==> config.mk <==
export PLATFORM = sky130hd
export DESIGN_NAME = trace_capture_fifo
export DESIGN_NICKNAME = d
export VERILOG_FILES = /design/src/rtl/trace_capture_fifo.sv
export SDC_FILE = /design/constraint.sdc
export NUM_CORES = 1
export LEC_CHECK = 0
export ABC_AREA = 1
export BUFFER_PORTS_ARGS = -buffer_cell sky130_fd_sc_hd__buf_2
export CAP_MARGIN = 20
export CORE_MARGIN = 2
export CORE_UTILIZATION = 25
export DETAILED_ROUTE_END_ITERATION = 8
export PLACE_DENSITY = 0.45
export SKIP_CTS_REPAIR_TIMING = 1
export SYNTH_ARGS = -nofsm -noshare
export SYNTH_HDL_FRONTEND = slang
export SYNTH_SLANG_ARGS = --single-unit
==> constraint.sdc <==
create_clock -name clk -period 3.2 [get_ports clk]
set_input_delay 0 -clock clk [delete_from_list [all_inputs] [get_ports clk]]
set_output_delay 0 -clock clk [all_outputs]
set_load 0.03 [all_outputs]
==> src/rtl/trace_capture_fifo.sv <==
// trace_capture_fifo: first-word-fall-through trace buffer that stops capturing on trap
// and reports done once every captured word has been drained.
module trace_capture_fifo #(
    parameter int DEPTH = 16,
    parameter int OVF_W = 16
) (
    input  logic                   clk,
    input  logic                   resetn,
    input  logic                   trace_valid,
    input  logic [35:0]            trace_data,
    input  logic                   trap,
    input  logic                   out_ready,
    output logic                   out_valid,
    output logic [35:0]            out_data,
    output logic [$clog2(DEPTH):0] level,
    output logic [OVF_W-1:0]       ovf_count,
    output logic                   done
);
    localparam int AW = $clog2(DEPTH);
    localparam logic [AW:0] FULL = (AW+1)'(DEPTH);
    typedef enum logic [1:0] {CAPTURE, DRAIN, DONE} state_t;
    state_t state, state_nx;
    logic [35:0] mem [DEPTH];
    logic [AW-1:0] wr_ptr, rd_ptr;
    logic push_req, push, pop, drop;
    logic [AW:0] level_nx;
    assign out_valid = level != '0;
    assign out_data = mem[rd_ptr];
    assign done = state == DONE;
    always_comb begin
        pop = out_valid && out_ready;
        push_req = state == CAPTURE && trace_valid;
        // a pop in the same cycle frees the slot, so a full FIFO can still accept
        push = push_req && (level != FULL || pop);
        drop = push_req && !push;
        level_nx = level + (AW+1)'(push) - (AW+1)'(pop);
        state_nx = (state == CAPTURE && trap) ? DRAIN :
                   (state == DRAIN && level_nx == '0) ? DONE : state;
    end
    always_ff @(posedge clk or negedge resetn) begin
        if (!resetn) begin
            state <= CAPTURE;
            level <= '0;
            wr_ptr <= '0;
            rd_ptr <= '0;
            ovf_count <= '0;
        end else begin
            state <= state_nx;
            level <= level_nx;
            if (push) wr_ptr <= wr_ptr + AW'(1);
            if (pop) rd_ptr <= rd_ptr + AW'(1);
            if (drop && ovf_count != '1) ovf_count <= ovf_count + OVF_W'(1);
        end
    end
    always_ff @(posedge clk) begin
        if (push) mem[wr_ptr] <= trace_data;
    end
endmodule

==> results_dict.tcl <==
set metrics [dict create \
    start_util_pct 25.3 \
    critPathLaunch "rd_ptr[1]$_DFFE_PN0P_" \
    ys_ff_latch 607 \
    ys_top_cells_by_count "edfxtp_1 (576), nor2_1 (540), o21ai_1 (178)" \
    period_share_pct 91.8 \
    cp_top_family "buffers and inverters" \
    core_area_mm2 0.0970 \
    cp_num_buf_inv 3 \
    r2r_end "mem[4][28]$_DFFE_PP_" \
    synthArstFlopShare_pct 5.11 \
    grt_max_degree 142 \
    drtAntennaViolNets 0 \
    clk-insertion-delay-late_ns 0.63 \
    arrival_ns 2.94 \
    p_leak_nw 9.91 \
    areaGrowthSynthToFinish_pct 20.3 \
    start_kind "flip-flop" \
    grt_pass1_vias 16000 \
    vdd_drop_max_uv 634 \
    synth.net_count 2051 \
    status "finished, violations left" \
    grt_usage_pct 13.8 \
    synth_top_area_share_pct 70.5 \
    dr_total_vias 15800 \
    gp_congestion 0.757 \
    rows 114 \
    drive_gt1_share_pct 12.8 \
    cts_made_buffers 72 \
    synth_area_leaders "edfxtp_1 (70%), nor2_1 (8.3%), o21ai_1 (3.6%)" \
    drt_wl_total_um 69500 \
    violations "hold timing" \
    tightest_slew_ns 1.09 \
    syn_avg_cell_area_um2 12.3 \
    slew_headroom_pct 27.0 \
    crit_end "out_data[31]" \
    wl_per_cell_um 20.0 \
    finalNonFillerCells 3480 \
    worstHoldPathType "primary input to asynchronous set/reset pin" \
    reg2reg_depth 10 \
    r2r_setup_slack_ns 0.33 \
    drt_iter0_markers 857 \
    fin_worst_skew_ns 0.0504 \
    route.detailed.drc 0 \
    yosysUniqueCellTypes 27 \
    synthMostInstantiatedCell "edfxtp_1" \
    cp.required_ns 3.20 \
    numPortBuffers 99 \
    power_density_mw_per_mm2 876 \
    firstDrtPassIters 5 \
    cts_root_buf "clkbuf_16" \
    clk_pin_slew_ns 0.06 \
    synthesis.area_mm2 0.0245 \
    place_inst 3308 \
    synth.largest_area_cell "edfxtp_1" \
    report.final.slew_viol_count 0 \
    via_per_inst 4.54 \
    critPathCaptureType "output port" \
    grt_pass1_wl_um 104000 \
    synth_edf_count 576 \
    max_freq_ghz 0.340 \
    io_pins 100 \
    netlist_instances 1998 \
    path_class "flip-flop to output port" \
    fp.dieH_um 317 \
    antenna_found_initial 0 \
    yosysSeqAreaShare_pct 73.6 \
    final-hold-violation-count 7 \
    clock-sinks 607 \
    r2r-start "level[2]$_DFF_PN0_" \
    period_needed_ns 2.94 \
    synth_ff_type "edfxtp_1" \
    worstPathCellList "inv_8 -> buf_12 -> o21ai_0 -> o211ai_1 -> nand3_1 -> nand2_1 -> buf_2" \
    rsz0062_at_grt "no" \
    crit_path_max_incr_delay_ns 0.63 \
    die_area_mm2 0.101 \
    grt.overflow.total 0 \
    crit_path_top_delay_cell "dfrtp_4" \
    yosys_warnings 0 \
    setup_viol 0 \
    hold_ws_ns -0.00942 \
    dp_hpwl_um 39000 \
    worst-path-stages 7 \
    critPathMaxFanout 43 \
    clock_path_buffers 3 \
    nets 2199 \
    cts_tree "yes" \
    die_w_um 317 \
    drv_cap 0 \
    htree_num_levels 3 \
]
## area by class of cell
type                    instances  area [µm²]
inverters                      31         136
clock inverters                46         455
well taps                    1276        1600
diodes                          1        2.50
multi-input cells            1241        5860
repair buffers                193        1510
fillers                      9854       67500
clock buffers                  85        1880
flip-flops and latches        607       18100
## power breakdown
group	switching [W]	internal [W]	leakage, nW
logic	0.00629	0.00255	3.24
clock network	0.00332	0.00479	1.12
registers	0.000163	0.00877	5.56
total	0.00977	0.0161	9.91
## registers in the layout, indices dropped and copies added (netlist names)
register,count
level,5
state,2
mem,576
ovf_count,16
wr_ptr,4
rd_ptr,4
## worst min path at each step
stage | from | to | slack [ns] | cells past startpoint
after detailed placement | resetn | ovf_count[1]$_DFFE_PN0P_ | 0.14 | 1
final | resetn | ovf_count[1]$_DFFE_PN0P_ | -0.009 | 2
after floorplan | resetn | level[0]$_DFF_PN0_ | -0.30 | 0
after CTS | resetn | ovf_count[0]$_DFFE_PN0P_ | -0.55 | 1
after global routing | resetn | ovf_count[0]$_DFFE_PN0P_ | 0.02 | 2
after global placement | resetn | ovf_count[1]$_DFFE_PN0P_ | 0.13 | 1
## metal layers
layer	vias up	track usage, %	wire length (µm)
met4	0	4.15	1510
met2	295	23.2	34000
li1	7447	-	-
met3	90	2.52	2780
met1	7964	18.0	31200
met5	-	0	0
## cell usage in the layout, fill, tap and decap left out, types with 7 or more instances in the layout
cell type and n:
buf_12 17, buf_2 99, buf_4 37, bufinv_16 7, clkbuf_1 11, clkbuf_16 73, clkinv_1 21, clkinv_2 7
dfrtp_1 27, dlygate4sd3_1 40, edfxtp_1 576, ha_1 11, inv_1 26, nand2_1 130, nand3_1 164, nor2_1 524
nor2_4 17, o211ai_1 72, o21ai_0 115, o21ai_1 178, xnor2_1 10, xor2_1 8
## through the flow
step	utilization, %	setup slack [ns]	total power (W)	TNS, ns	cell area [µm²]
after floorplan	-	-0.0794	0.0150	-28.07	24600
final	30.4	0.261	0.0259	0	29500
after global routing	30.4	0.0689	0.0273	0	29500
after global placement	27.6	0.301	0.0181	0	26800
after CTS	30.0	0.107	0.0262	0	29100
after detailed placement	27.6	0.270	0.0181	0	26800
## cells by family (layout without fill, tap and decap cells)
logic type      Yosys count  after routing  share of synthesized area, %
simple gates            842            842                          13.8
xor+xnor                 18             18                         0.642
fa+ha+maj                12             12                         0.642
other cells               0              1                             0
compound gates          369            369                          8.27
buf+inv                 150            355                          3.00
flops                   607            607                          73.6
No activity file was read; power rests on OpenSTA's default activity.
